[src/rtl/clock_divider_prog.sv]
// clock_divider_prog: programmable clock divider, divisor changes applied only at period boundaries.
// Optional 16-bit tick counter output enabled by defining CLKDIV_TICK_COUNT_EN.
module clock_divider_prog #(
  parameter int WIDTH       = 16,
  parameter int DEFAULT_DIV = 2
) (
  input  logic             clk,
  input  logic             rst_n,
  input  logic             en,
  input  logic             div_load,
  input  logic [WIDTH-1:0] div_value,
  output logic             divclock,
  output logic             tick,
`ifdef CLKDIV_TICK_COUNT_EN
  output logic [15:0]      tick_count,
`endif
  output logic             busy
);
  localparam logic [0:0] IDLE = 1'b0;
  localparam logic [0:0] RUN  = 1'b1;
  logic [0:0] state, state_nx;
  logic [WIDTH-1:0] cnt, cnt_nx, n, n_nx, pend, pend_nx, load_val;
  logic [WIDTH:0] half;
  logic pend_v, pend_v_nx, wrap, tick_nx, dc_nx;
  // Outputs are computed from next-state values so they stay registered yet aligned with cnt.
  always_comb begin
    load_val  = (div_value == '0) ? {{(WIDTH-1){1'b0}}, 1'b1} : div_value;
    wrap      = (state == RUN) && (cnt == n - 1'b1);
    state_nx  = en ? RUN : IDLE;
    cnt_nx    = (state == RUN && en && !wrap) ? cnt + 1'b1 : '0;
    n_nx      = (state == IDLE) ? (div_load ? load_val : (pend_v ? pend : n))
                                : ((wrap && en && pend_v) ? pend : n);
    pend_nx   = (state == RUN && div_load) ? load_val : pend;
    pend_v_nx = (state == IDLE) ? 1'b0 : (div_load ? 1'b1 : ((wrap && en) ? 1'b0 : pend_v));
    tick_nx   = wrap && en;
    half      = ({1'b0, n_nx} + 1'b1) >> 1;
    dc_nx     = en && ({1'b0, cnt_nx} < half);
  end
  always_ff @(posedge clk or negedge rst_n) begin
    if (!rst_n) begin
      state    <= IDLE;
      cnt      <= '0;
      n        <= WIDTH'(DEFAULT_DIV);
      pend     <= '0;
      pend_v   <= 1'b0;
      divclock <= 1'b0;
      tick     <= 1'b0;
    end else begin
      state    <= state_nx;
      cnt      <= cnt_nx;
      n        <= n_nx;
      pend     <= pend_nx;
      pend_v   <= pend_v_nx;
      divclock <= dc_nx;
      tick     <= tick_nx;
    end
  end
  assign busy = (state == RUN);
`ifdef CLKDIV_TICK_COUNT_EN
  always_ff @(posedge clk or negedge rst_n) begin
    if (!rst_n) tick_count <= '0;
    else tick_count <= tick_count + {15'b0, tick_nx};
  end
`endif
endmodule

[config.mk]
export PLATFORM = sky130hd
export DESIGN_NAME = clock_divider_prog
export DESIGN_NICKNAME = d
export VERILOG_FILES = /design/src/rtl/clock_divider_prog.sv
export SDC_FILE = /design/constraint.sdc
export NUM_CORES = 1
export LEC_CHECK = 0
export CORE_ASPECT_RATIO = 1.5
export CORE_MARGIN = 4
export CORE_UTILIZATION = 55
export DETAILED_ROUTE_END_ITERATION = 7
export HOLD_SLACK_MARGIN = 0.02
export PLACE_DENSITY = 0.78
export SLEW_MARGIN = 15
export SYNTH_ARGS = -nofsm -noshare
export SYNTH_HDL_FRONTEND = slang
export SYNTH_SLANG_ARGS = --single-unit
[constraint.sdc]
create_clock -name clk -period 4.7 [get_ports clk]
set_input_delay 0.94 -clock clk [delete_from_list [all_inputs] [get_ports clk]]
set_output_delay 0.94 -clock clk [all_outputs]
set_load 0.01 [all_outputs]
# Word-level counts from Yosys, hierarchy flattened
# Cells that the tools add are included.
# op_classes
n_eq_ne	2
order_cmp	1
addsub	3
n_reduce_logical	9
muxes	10
# ops
cell	count
$mux 16	6
$add 16x1->17 const B	1
$add 16x1->16 const B	1
$eq 16x16->1	1
$logic_not 16->1	1
$lt 16x16->1	1
$sub 16x1->16 const B	1
$logic_and 1x1->1	7
$mux 1	4
$ne 3x2->1 const B	1
$logic_not 1->1	1
# word_totals
out_inout_bits	3
ff_bits	52
word_cells	32
in_bits	20

# Longest topological paths before layout
# logic_depth
depth_word	10
ltp_mapped	22
ltp_nobuf	19

# Least setup slack after synthesis
# OpenSTA, ideal clock, no wires.
# synth_path
path_kind	register -> register
startpoint	register n[1]
endpoint	register divclock
t_arrival_ns	4.526
slack_ns	0.096
path_buffers	2
period_less_slack_ns	4.604
required_ns	4.623
setup_time_ns	0.077
stages_incl_launch_ff	22
cell_sequence	dfstp_2 > inv_1 > ha_1 > nor4bb_1 > or4b_1 > a31oi_1 > o211ai_1 > or4_1 > buf_4 > buf_6 > mux2_2 > a21o_1 > ha_1 > o221ai_1 > nor2_1 > xnor2_1 > ha_1 > a21o_1 > a21oi_1 > nor2b_1 > a2111o_1 > a21oi_1
# synth_between
elab_chain_len	10
elab_cells_between_ends	15
classes_between	add/sub (2); order compare (1); eq/ne (1); mux (5); reduce/logical (6)
# synth_rtl
element	line_no	rtl
start: declaration	22	logic [WIDTH-1:0] cnt, cnt_nx, n, n_nx, pend, pend_nx, load_val;
start signal: assignment	43	n <= WIDTH'(DEFAULT_DIV);
start signal: assignment	51	n <= n_nx;
$sub 16x1->16	28	wrap = (state == RUN) && (cnt == n - 1'b1);
$eq 16x16->1	28	
$logic_and 1x1->1	28	
$logic_and 1x1->1 (2 in series)	32	: ((wrap && en && pend_v) ? pend : n);
$mux 16	32	
$mux 16 (*)	31	n_nx = (state == IDLE) ? (div_load ? load_val : (pend_v ? pend : n))
net n_nx[1]	22	
$add 16x1->17 (*)	36	half = ({1'b0, n_nx} + 1'b1) >> 1;
$lt 16x16->1 (*)	37	dc_nx = en && ({1'b0, cnt_nx} < half);
$logic_and 1x1->1 (*)	37	
net dc_nx	24	logic pend_v, pend_v_nx, wrap, tick_nx, dc_nx;
end signal: assignment	54	divclock <= dc_nx;
end: declaration	12	output logic divclock,
# Mark *: on every way through the listed nets, which the timed path passes. The rest lies on a longest branch.
# A chain may end at the register's enable or synchronous reset.

# Worst setup path after layout
# layout_path
startpoint	register n[1]
endpoint	register divclock
# layout_between
elab_chain_len	10
elab_cells_between_ends	15
classes_between	add/sub (2); order compare (1); eq/ne (1); mux (5); reduce/logical (6)
# layout_rtl
element	line_no
$sub 16x1->16	28
$eq 16x16->1	28
$logic_and 1x1->1	28
$logic_and 1x1->1 (2 in series)	32
$mux 16	32
$mux 16	31
net n_nx[7]	22
$add 16x1->17	36
$lt 16x16->1	37
$logic_and 1x1->1	37
net dc_nx	24
# The timed path passes the listed nets, and every way through them passes these cells.

==> metrics.cfg <==
[critical_path]
critPathArrivalTime_ns=4.93
worst_ep_required_time_ns=4.96
ff2ff_path_depth=20
worstSetupEndpointType=flip-flop
start_kind=flip-flop
cp_max_fo=16
cp.depth=20
critPathBufInv=3
path_class=reg -> reg
critPathTopFamily=simple AND/OR/NAND/NOR gates
crit_chain=inv_1 > ha_2 > nor3b_4 > or4_1 > a31oi_1 > o211ai_1 > or4_4 > buf_12 > mux2i_1 > a21oi_1 > nand4_1 > buf_4 > nor4_2 > xnor2_1 > ha_1 > a21oi_1 > nor2b_1 > o21ai_0 > o2111ai_1 > a21oi_2
cp_slowest_stage_delay_ns=0.55
cp_slowest_cell=or4_4
crit_top_cell=a21oi_1

[power_and_ir_drop]
power_density_mw_per_mm2=273.6
p_leak_uw=0.001963
ir_worst_vdd_uv=243.0
p_total_uw=1238

[detailed_routing]
drtPass1Iterations=6
vias=3324
drc=0
drt_iter0_markers=190
via_per_inst=6.295
wl_mm=9.893
drtAntennaViolNets=0
wl_per_cell_um=18.74

[grt]
grt.total_usage_pct=23.61
grt_overflow=0
antenna_found_initial=0
grt_pass1_wl_mm=16.01
first_global_vias=3395
grt_start_max_net_pins=53

[place]
place_area_mm2=0.004275
hpwl_mm=7.353
dp_slack_ns=-0.08659
routabilityCongestion=0.9261
portBuffers=22

[sta]
tightest_slew_ns=0.6728
maxSlewViolCount=0
max_freq_ghz=0.2139
setup_violations=0
fin_crit_ns=4.675
finalWorstSetupSlack_ns=0.02484
hold_viol_final=0
rsz0062_at_grt=yes
relSlewSlack_pct=55.04
period_share_pct=99.47
hold_slack_ns=0.5424
clock_skew_ns=0.008907

[cts]
cts_tree=done
cts_sinks=52
htree_levels=2
numCtsBuffers=5
insertion_delay_ns=0.32
cts_root_buf=clkbuf_8
clk_path_buf_depth=2
clkSlewWorstSetupHoldPaths_ns=0.10

[die]
design.core.area_mm2=0.006852
die_y_um=110.7
io_pins=23
die_w_um=76.44
fp-row-count=37
fp.dieArea_mm2=0.008458
start_util_pct=56.39

[layout]
diodes=0
final_layout_size_suffix_gt1_share_pct=21.56
fin_nets=487
syn_to_final_growth_pct=17.16
stdcell_area_mm2=0.004527

[flow_run]
maxCapViolCount=0

[synthesis]
syn_inst=417
yosys_warnings=0
async_flop_share_pct=100.0
syn-cell-area_mm2=0.003864
avgSynthCellArea_um2=9.265
syn-num-nets=455
synth_edf_count=0
ys_dominant_reg_cell=dfrtp_1
synth.distinct_cells=51
synth_seq_area_share_pct=33.71
ys_ff_latch=52

[worst_hold_path]
min_path_cells=1
hold_class=reg -> reg

[status]
status=finished, final reports clean

[cell usage in the layout (no fill, tap or decap), types with 2 or more instances in the layout]
cell	instances
a21oi_1	22
xor2_1	17
mux2_2	32
nor2_1	50
nand2_1	23
nor4_2	5
mux2i_4	2
nor4_1	9
ha_2	2
ha_1	16
nand4_1	8
and4_1	2
clkbuf_8	5
nor2b_1	9
a211oi_1	4
nor3_2	2
mux2_1	2
nand3_1	15
o2111ai_1	4
mux2i_1	22
a21oi_2	4
nor3_1	4
a31oi_1	3
nand3b_1	2
xnor2_1	29
a21o_1	4
inv_1	11
clkdlybuf4s50_1	21
dfrtp_1	50
buf_6	3
and3_1	6
o21ai_0	5
buf_4	26
[worst reg2reg max path: cells and delay by family, from the launching register on]
| family | cells | cell delay, ns |
|---|---|---|
| buffers and inverters | 3 | 0.41 |
| XOR/XNOR | 1 | 0.18 |
| flip-flops | 1 | 0.54 |
| adder cells (fa/ha/maj) | 2 | 0.45 |
| AND/OR/NAND/NOR | 6 | 1.73 |
| AO/OA/AOI/OAI | 7 | 1.19 |
| multiplexers | 1 | 0.14 |
[cell families (layout without fill, tap and decap cells)]
group | Yosys count | count (layout) | share of synthesized area [%]
multiplexers | 58 | 58 | 16.13
AND/OR/NAND/NOR | 149 | 149 | 20.53
XOR/XNOR | 47 | 47 | 10.65
flip-flops | 52 | 52 | 33.71
AO/OA/AOI/OAI | 55 | 55 | 8.873
adder cells (fa/ha/maj) | 18 | 18 | 5.829
buffers and inverters | 38 | 71 | 4.274
[power by group]
part | internal, uW | leakage (uW) | switching, uW | total, uW
logic | 182 | 0.00126 | 196 | 378
registers | 490 | 0.000643 | 56.6 | 546
clock network | 161 | 0.0000558 | 153 | 314
total | 832 | 0.00196 | 406 | 1240
[sequential cells by signal (all words and copies together), names as in the netlist]
name and count:
busy 1, pend_v 1, n 16, tick 1
divclock 1, pend 16, cnt 16
[cell type report]
class | count | area [um^2]
clock buffer | 6 | 72.57
clock inverter | 2 | 38.79
fill | 525 | 2325
inverter | 11 | 41.29
multi-input combinational | 327 | 2509
sequential | 52 | 1304
tap | 78 | 97.59
timing repair buffer | 52 | 464.2
[repair_timing]
item,in CTS,in global routing
setup endpoints to repair,1,1
buffers inserted,0,2
gates cloned,0,0
pin swaps,0,11
gates resized for setup,2,24
hold buffers,0,0
[Yosys cell counts (all sizes together) (3+ instances only)]
cell / number / area, um^2
dfrtp: 51 / 1276
nor2b: 9 / 56.30
and3: 6 / 37.54
a31oi: 3 / 18.77
nor4: 15 / 127.6
clkbuf: 17 / 63.81
xnor2: 30 / 262.8
inv: 11 / 41.29
a211oi: 4 / 30.03
mux2: 34 / 382.9
nor2: 51 / 191.4
xor2: 17 / 148.9
nand2: 23 / 86.33
a21o: 4 / 30.03
o2111ai: 4 / 35.03
nand3: 15 / 75.07
ha: 18 / 225.2
nand4: 8 / 50.05
buf: 10 / 60.05
mux2i: 24 / 240.2
nor3: 6 / 30.03
o21ai: 6 / 30.02
a21oi: 26 / 130.1
[metal layers]
layer / part of all wire (%) / vias up / track usage (%)
met1: 36 / 1595 / 25.51
met5: 0 / - / 0
met2: 54 / 135 / 43.16
met4: 5.6 / 0 / 13.66
li1: - / 1549 / -
met3: 4.5 / 45 / 3.333
[final timing paths]
check	start	to	slack, ns
max	n[1]	divclock	0.02
min	pend[14]	pend[14]	0.54
max reg2reg	n[1]	divclock	0.02
min reg2reg	pend[14]	pend[14]	0.54
max in group asynchronous	rst_n	n[2]	3.49
min in group asynchronous	rst_n	cnt[10]	0.72
[metrics by stage]
stage	util, %	setup TNS (ns)	instances
floorplan	-	0	417
global placement	62.40	-0.03371	518
detailed placement	62.40	-0.08659	518
CTS	64.15	0	526
global route	66.07	-0.2054	528
finish	66.07	0	528
No activity file was read; power rests on OpenSTA's default activity.
